<file path="config.mk">
export PLATFORM = sky130hd
export DESIGN_NAME = key_conditioner
export DESIGN_NICKNAME = d
export VERILOG_FILES = /design/src/rtl/game_pkg.sv /design/src/rtl/sync2.sv /design/src/rtl/key_conditioner.sv
export SDC_FILE = /design/constraint.sdc
export NUM_CORES = 1
export LEC_CHECK = 0
export ABC_AREA = 1
export CAP_MARGIN = 20
export CELL_PAD_IN_SITES_DETAIL_PLACEMENT = 1
export CELL_PAD_IN_SITES_GLOBAL_PLACEMENT = 1
export CORE_MARGIN = 2
export CORE_UTILIZATION = 46
export CTS_BUF_LIST = sky130_fd_sc_hd__clkbuf_2 sky130_fd_sc_hd__clkbuf_4 sky130_fd_sc_hd__clkbuf_8
export DETAILED_ROUTE_END_ITERATION = 16
export GPL_ROUTABILITY_DRIVEN = 1
export PLACE_DENSITY = 0.9
export SLEW_MARGIN = 5
export SYNTH_ARGS = -nofsm -noshare
export SYNTH_HDL_FRONTEND = slang
export SYNTH_SLANG_ARGS = --single-unit
export TNS_END_PERCENT = 5
</file>
<file path="constraint.sdc">
create_clock -name clk -period 2.1 [get_ports clk]
set_input_delay 0.63 -clock clk [delete_from_list [all_inputs] [get_ports clk]]
set_output_delay 0.63 -clock clk [all_outputs]
set_load 0.05 [all_outputs]
</file>
<file path="src/rtl/game_pkg.sv">
// Shared types and defaults for the game's input conditioning logic.
// Default timings assume the 50 MHz board clock.
package game_pkg;

    typedef enum logic [1:0] {
        KC_IDLE,
        KC_PRESSED,
        KC_LONG
    } kc_state_t;

    localparam int KC_DEBOUNCE_DEFAULT = 500_000;     // 10 ms
    localparam int KC_HOLD_DEFAULT     = 50_000_000;  // 1 s

endpackage

</file>
<file path="src/rtl/sync2.sv">
// Generic two-flop synchronizer for asynchronous level inputs (keys, switches).
// Two-cycle latency; the flops load RST_VAL while rst is high.
module sync2 #(
    parameter int             W       = 1,
    parameter logic [W-1:0]   RST_VAL = '0
) (
    input  logic         clk,
    input  logic         rst,
    input  logic [W-1:0] d_i,
    output logic [W-1:0] q_o
);

    logic [W-1:0] meta_q;
    logic [W-1:0] sync_q;

    always_ff @(posedge clk) begin
        if (rst) begin
            meta_q <= RST_VAL;
            sync_q <= RST_VAL;
        end else begin
            meta_q <= d_i;
            sync_q <= meta_q;
        end
    end

    assign q_o = sync_q;

endmodule

</file>
<file path="src/rtl/key_conditioner.sv">
// Debounces one active-low push-button and emits press/release/tap/long_press pulses.
// Level and press/release follow the pin by 2 sync cycles plus DEBOUNCE_CYCLES; all outputs registered.
module key_conditioner
    import game_pkg::*;
#(
    parameter int DEBOUNCE_CYCLES = KC_DEBOUNCE_DEFAULT,
    parameter int HOLD_CYCLES     = KC_HOLD_DEFAULT
) (
    input  logic clk,
    input  logic rst,
    input  logic key_n_i,
    output logic level_o,
    output logic press_o,
    output logic release_o,
    output logic tap_o,
    output logic long_press_o
);

    localparam int DW = $clog2(DEBOUNCE_CYCLES + 1);
    localparam int HW = $clog2(HOLD_CYCLES);

    if (DEBOUNCE_CYCLES < 1) begin : g_bad_debounce
        $error("key_conditioner: DEBOUNCE_CYCLES must be >= 1");
    end
    if (HOLD_CYCLES < 2) begin : g_bad_hold
        $error("key_conditioner: HOLD_CYCLES must be >= 2");
    end

    logic key_sync;
    logic s;

    sync2 #(.W(1), .RST_VAL(1'b1)) u_sync (
        .clk (clk),
        .rst (rst),
        .d_i (key_n_i),
        .q_o (key_sync)
    );

    assign s = ~key_sync;

    logic [DW-1:0] dcnt_q, dcnt_d;
    logic          level_q, level_d;
    logic          rise, fall;

    // Any cycle where the input agrees with level restarts the count.
    always_comb begin
        dcnt_d  = '0;
        level_d = level_q;
        if (s != level_q) begin
            if (dcnt_q == DW'(DEBOUNCE_CYCLES - 1)) begin
                level_d = ~level_q;
            end else begin
                dcnt_d = dcnt_q + 1'b1;
            end
        end
    end

    assign rise = level_d & ~level_q;
    assign fall = ~level_d & level_q;

    kc_state_t     state_q, state_d;
    logic [HW-1:0] hcnt_q, hcnt_d;
    logic          press_d, release_d, tap_d, long_d;

    // Edges are taken from level_d so pulses line up with the registered level.
    always_comb begin
        state_d   = state_q;
        hcnt_d    = hcnt_q;
        press_d   = 1'b0;
        release_d = 1'b0;
        tap_d     = 1'b0;
        long_d    = 1'b0;
        unique case (state_q)
            KC_IDLE: begin
                if (rise) begin
                    press_d = 1'b1;
                    hcnt_d  = '0;
                    state_d = KC_PRESSED;
                end
            end
            KC_PRESSED: begin
                if (fall) begin
                    release_d = 1'b1;
                    tap_d     = 1'b1;
                    state_d   = KC_IDLE;
                end else if (hcnt_q == HW'(HOLD_CYCLES - 1)) begin
                    long_d  = 1'b1;
                    state_d = KC_LONG;
                end else begin
                    hcnt_d = hcnt_q + 1'b1;
                end
            end
            KC_LONG: begin
                if (fall) begin
                    release_d = 1'b1;
                    state_d   = KC_IDLE;
                end
            end
            default: state_d = KC_IDLE;
        endcase
    end

    always_ff @(posedge clk) begin
        if (rst) begin
            dcnt_q       <= '0;
            level_q      <= 1'b0;
            state_q      <= KC_IDLE;
            hcnt_q       <= '0;
            press_o      <= 1'b0;
            release_o    <= 1'b0;
            tap_o        <= 1'b0;
            long_press_o <= 1'b0;
        end else begin
            dcnt_q       <= dcnt_d;
            level_q      <= level_d;
            state_q      <= state_d;
            hcnt_q       <= hcnt_d;
            press_o      <= press_d;
            release_o    <= release_d;
            tap_o        <= tap_d;
            long_press_o <= long_d;
        end
    end

    assign level_o = level_q;

endmodule

</file>
==> results.toml, run 1 <==
[die]
design.die.area_um2 = 7550
io_pins = 8
start_util = 0.471
die_y_um = 86.9
fp-row-count = 30
core_area_um2 = 6720
die_width_um = 86.9

[global_routing]
grt_pass1_vias = 3397
antenna_found_initial = 0
grt_overflow = 0
grt_max_degree = 24
track_usage = 0.261
grt_pass1_wl_mm = 15.7

[logic_synthesis]
ys_warn_count = 0
syn_nets = 498
synth_enable_flop_cells = 0
async_flop_share = 0
synth_area_leaders = "dfxtp_1 34%, nand2_1 15%, nor2_1 11%, nand3_1 5.7%, inv_1 5.5%"
yosysMostFrequentCell = "nand2_1"
avgSynthCellArea_um2 = 6.45
yosys.area.top_type = "dfxtp_1"
synth_cells = 490
yosysSeqAreaShare = 0.342
synthTopCellsByCount = "126 x nand2_1, 96 x nor2_1, 54 x dfxtp_1, 46 x inv_1, 36 x nand3_1"
synth_top_area_frac = 0.342
syn_area_um2 = 3160
yosys_register_bits = 54
synthFlopType = "dfxtp_1"
ys_types = 33

[clock_tree]
cts_tree = "built"
cts_max_level = 2
clk_pin_slew_ps = 120
numClockSinks = 54
cts_buffers = 5
insertion_delay_ps = 320
cts_buffer_depth = 2
root_buffer = "clkbuf_8"

[pwr]
p_per_area_nw_per_um2 = 475
p_total_mw = 1.72
p_leak_nw = 1.32
max-vdd-ir-drop_mv = 0.336

[timing]
max_freq_mhz = 491
tightest_slew_ps = 515
setup_viol = 0
final_hold_viol_count = 0
drv_slew = 0
fin_crit_ps = 2040
fin_crit_sh = 0.970
fin_worst_skew_ps = 12.6
worst_slack_ps = 64.0
slew_headroom = 0.656
rsz0062_at_grt = "true"

[final_layout]
final_util = 0.537
drive_gt1_frac = 0.105
antennaDiodeCount = 0
nNetsFinal = 520
syn_to_final_growth_pct = 14.2
design_area_um2 = 3610
num-fill-cells = 923

[place]
portBuffers = 7
dp_hpwl_mm = 6.63
placed_cell_area_um2 = 3370
gp_congestion = 0.914
dp_slack_ps = -36.7

[critical_path]
critPathLaunchType = "flop"
critPathMaxFanout = 5
arrival_ps = 2250
critPathCaptureType = "flop"
crit_required_ps = 2310
critPathKind = "reg -> reg"

[detailed_routing]
first_pass_iters = 4
drtIter0Drc = 173
routedWlPerCell_um = 17.1
drc_errors = 0
routed_wl_mm = 10.1
postRouteAntennaNets = 0
num_vias = 3354
vias_per_cell = 5.66

[run_status]
status = "completed"

[min_path]
hold_class = "reg -> reg"

[flow_run]
maxCapViolations = 0
==> repair_timing <==
| action | 4_1_cts | 5_1_grt |
|---|---|---|
| pin swaps | 1 | 7 |
| hold endpoints to repair | 0 | 0 |
| setup buffers | 0 | 5 |
| gates cloned | 1 | 2 |
| resized for setup | 0 | 17 |
| hold buffers | 0 | 0 |
| setup endpoints to repair | 10 | 33 |
==> cell families (layout without fill, tap and decap cells) <==
kind of cell,count (synthesis),after routing,share of synthesized area
compound gates,38,38,0.0673
xor+xnor,17,17,0.0471
fa+ha+maj,5,5,0.0198
buf+inv,64,84,0.0811
flops,54,54,0.342
simple gates,312,315,0.443
==> final cells by class <==
cell class / instances / area, µm² / area share
Sequential cell: 54 / 1080 / 0.300
Clock inverter: 3 / 28.8 / 0.00797
Timing Repair Buffer: 26 / 240 / 0.0665
Multi-Input combinational cell: 375 / 1900 / 0.526
Tap cell: 80 / 100 / 0.0277
Inverter: 50 / 188 / 0.0520
Clock buffer: 5 / 68.8 / 0.0191
==> path summary, 6_finish.rpt <==
path / startpoint / slack, ps / cells past startpoint / endpoint
worst max-delay path: dcnt_q[0] / 60 / 11 / hcnt_q[19]
worst max register to register: dcnt_q[0] / 60 / 11 / hcnt_q[19]
worst min-delay path: u_sync.meta_q / 440 / 1 / u_sync.q_o
worst min register to register: u_sync.meta_q / 440 / 1 / u_sync.q_o
==> cells in the final DEF (no fill, tap or decap), types with 2 or more instances in the layout <==
master and n:
or2_2 4, nand3_2 3, buf_6 2, nor3b_1 5
nand3_1 35, o21ai_0 5, dlymetal6s2s_1 4, nand4_1 23
buf_4 17, a21oi_1 23, nor3_1 12, o21bai_1 7
clkbuf_8 5, inv_1 46, clkdlybuf4s50_1 2, nor2_4 4
nand2_1 125, dfxtp_1 51, inv_2 3, xor2_1 16
dfxtp_2 3, ha_1 4, nor2_1 96, nand3_4 3
==> critical path, cell delays in order, from the launching register on <==
cell and delay, ps:
dfxtp_2 370, ha_2 190, nand2_2 100, nor2_4 110, nand3_2 110, nor2_4 240
nand3_4 110, nand2_4 150, nand3_4 190, buf_6 190, nand3_1 70, nand2_1 70
==> power by group <==
| part | internal, mW | switching (mW) | total, mW |
|---|---|---|---|
| Sequential | 1.03 | 0.00250 | 1.03 |
| Combinational | 0.0109 | 0.0219 | 0.0328 |
| Clock | 0.251 | 0.403 | 0.654 |
==> state kept, by name, summed over array words and instances, names as in the netlist <==
| name | count |
|---|---|
| dcnt_q | 19 |
| hcnt_q | 26 |
| level_o | 1 |
| long_press_o | 1 |
| press_o | 1 |
| release_o | 1 |
| state_q | 2 |
| tap_o | 1 |
| u_sync.meta_q | 1 |
| u_sync.q_o | 1 |
==> per-stage QoR <==
stage / cells / setup TNS (ps) / hold WS [ps]
CTS: 586 / 0 / 442
finish: 593 / 0 / 441
global placement: 577 / 0 / 393
global route: 593 / -524 / 466
floorplan: 490 / 0 / 389
detailed placement: 577 / -189 / 408
==> per-layer routing <==
layer  up-vias  share of wire  global-route usage
li1       1617              -                   -
met1      1615           0.41               0.302
met2        87           0.50               0.480
met3        35          0.042              0.0322
met4         0          0.050               0.111
met5         -              0                   0
Power figures use the tool's default switching activity.
==> inputs of run 2 (changes only) <==
==> constraint.sdc (replaced) <==
create_clock -name clk -period 2.2 [get_ports clk]
set_input_delay 0.66 -clock clk [delete_from_list [all_inputs] [get_ports clk]]
set_output_delay 0.66 -clock clk [all_outputs]
set_load 0.05 [all_outputs]
==> results.toml, run 2 (synthesized netlist as in run 1, its figures left out) <==
[run_status]
status = "completed"

[critical_path]
rrSetupSlack_ps = 140
critPathCaptureType = "output pin"
cp_num_buf_inv = 1
critPathLaunchType = "flop"
max_stage_delay_ps = 810
critPathKind = "reg -> out"
r2r_end = "hcnt_q[17]"
crit_chain = "clkdlybuf4s50_1"
cp.depth = 1
critPathMaxFanout = 1
r2r_start = "hcnt_q[0]"
crit_required_ps = 1540
crit_slowest_cell = "clkdlybuf4s50_1"
r2r_cells = 11
crit_family = "buffers and inverters"
arrival_ps = 1460

[min_path]
hold_path_end = "u_sync.q_o"
hold_class = "reg -> reg"
holdPathStages = 1
min-delay-start = "u_sync.meta_q"

[clock_tree]
insertion_delay_ps = 330
root_buffer = "clkbuf_8"
cts_tree = "built"
cts_buffers = 5
cts_buffer_depth = 2
clk_pin_slew_ps = 110
cts_setup_buffers = 0
numClockSinks = 54
cts_max_level = 2
cts_hold_buffers = 0

[timing]
fin_hold_ws_ps = 422
setup_viol = 0
final_hold_viol_count = 0
fin_worst_skew_ps = 12.0
tightest_slew_ps = 541
slew_headroom = 0.639
drv_slew = 0
fin_crit_ps = 2120
fin_crit_sh = 0.964
rsz0062_at_grt = "true"
worst_slack_ps = 80.1
max_freq_mhz = 472

[die]
start_util = 0.471
die_width_um = 86.9
core_area_um2 = 6720
die_y_um = 86.9
design.die.area_um2 = 7550
fp-row-count = 30
io_pins = 8

[global_routing]
grt_max_degree = 24
antenna_found_initial = 0
gr-usage-met3 = 0.0341
grt_overflow = 0
track_usage = 0.253
grt_pass1_vias = 3360
use_met2 = 0.480
grt_pass1_wl_mm = 15.3
grt_use_met1 = 0.294
grt_busiest_layer = "met2"

[place]
dp_hpwl_mm = 6.52
placed_cell_area_um2 = 3340
portBuffers = 7
gp_congestion = 0.920
dp_slack_ps = 35.8

[pwr]
p_comb_frac = 0.017
p_sw_frac = 0.226
max-vdd-ir-drop_mv = 0.256
p_per_area_nw_per_um2 = 494
p_clk_frac = 0.414
seqPwrFrac = 0.569
p_sw_uw = 390
intPower_mw = 1.33
p_leak_nw = 1.18
p_total_mw = 1.72

[detailed_routing]
routed_wl_mm = 9.09
postRouteAntennaNets = 0
first_pass_iters = 4
vias_per_cell = 5.50
routedWlPerCell_um = 15.6
drc_errors = 0
drtIter0Drc = 188
num_vias = 3209

[final_layout]
top_register = "hcnt_q"
layout_commonest_cell = "nand2_1"
layout_common_cells = "126 x nand2_1, 95 x nor2_1, 53 x dfxtp_1"
design_area_um2 = 3490
drive_gt1_frac = 0.0815
nNetsFinal = 510
largest_reg_flops = 26
top_regs = "hcnt_q x26, dcnt_q x19, state_q x2"
num-fill-cells = 897
syn_to_final_growth_pct = 10.4
antennaDiodeCount = 0

[flow_run]
maxCapViolations = 0
## run 2: power by group through the flow
| stage | combinational (mW) | clock [mW] | sequential, mW |
|---|---|---|---|
| 2_1_floorplan | 0.0158 | 0 | 1.00 |
| 3_3_place_gp | 0.0277 | 0 | 1.00 |
| 3_5_place_dp | 0.0290 | 0 | 1.00 |
| 4_1_cts | 0.0291 | 0.719 | 0.981 |
| 5_1_grt | 0.0319 | 0.760 | 0.982 |
| 6_report | 0.0289 | 0.715 | 0.981 |
## run 2: what timing repair did
action	in CTS	in global routing
endpoints found under the setup margin	3	16
pin swaps	1	0
cloned	1	0
resized for setup	0	5
## run 2: final cells by class
type	count	area (µm²)	share of cell area
multi-input combinational	373	1850	0.530
inverter	50	188	0.0538
timing repair buffer	18	154	0.0441
clock inverter	3	47.5	0.0136
tap	80	100	0.0287
sequential	54	1080	0.310
clock buffer	5	68.8	0.0197
## run 2: worst register-to-register path, delay by kind of cell (launching register included)
| family | cells | cell delay [ps] |
|---|---|---|
| AOI/OAI and AO/OA | 1 | 160 |
| adders and majority gates | 1 | 220 |
| buffers and inverters | 1 | 70 |
| DFF | 1 | 420 |
| and+or+nand+nor | 8 | 1110 |
## run 2: through the flow
step,util,instances,TNS [ps]
2_1_floorplan,-,490,0
5_1_grt,0.519,583,-122
3_5_place_dp,0.498,574,0
4_1_cts,0.516,583,0
6_report,0.519,583,0
3_3_place_gp,0.498,574,0
## run 2: routing by layer
metal,part of all wire,wire [µm],vias to the layer above
met2,0.52,4720,56
li1,-,-,1595
met3,0.038,344,17
met1,0.42,3830,1541
met4,0.022,197,0
met5,0,0,-
## run 2: how the worst max path moves through the flow
stage / start / end / slack [ps]
2_1_floorplan: level_o / dcnt_q[11] / 520
3_3_place_gp: rst / dcnt_q[9] / 220
3_5_place_dp: dcnt_q[0] / hcnt_q[20] / 40
4_1_cts: tap_o / tap_o / 70
5_1_grt: hcnt_q[0] / state_q[0] / -40
6_report: tap_o / tap_o / 80
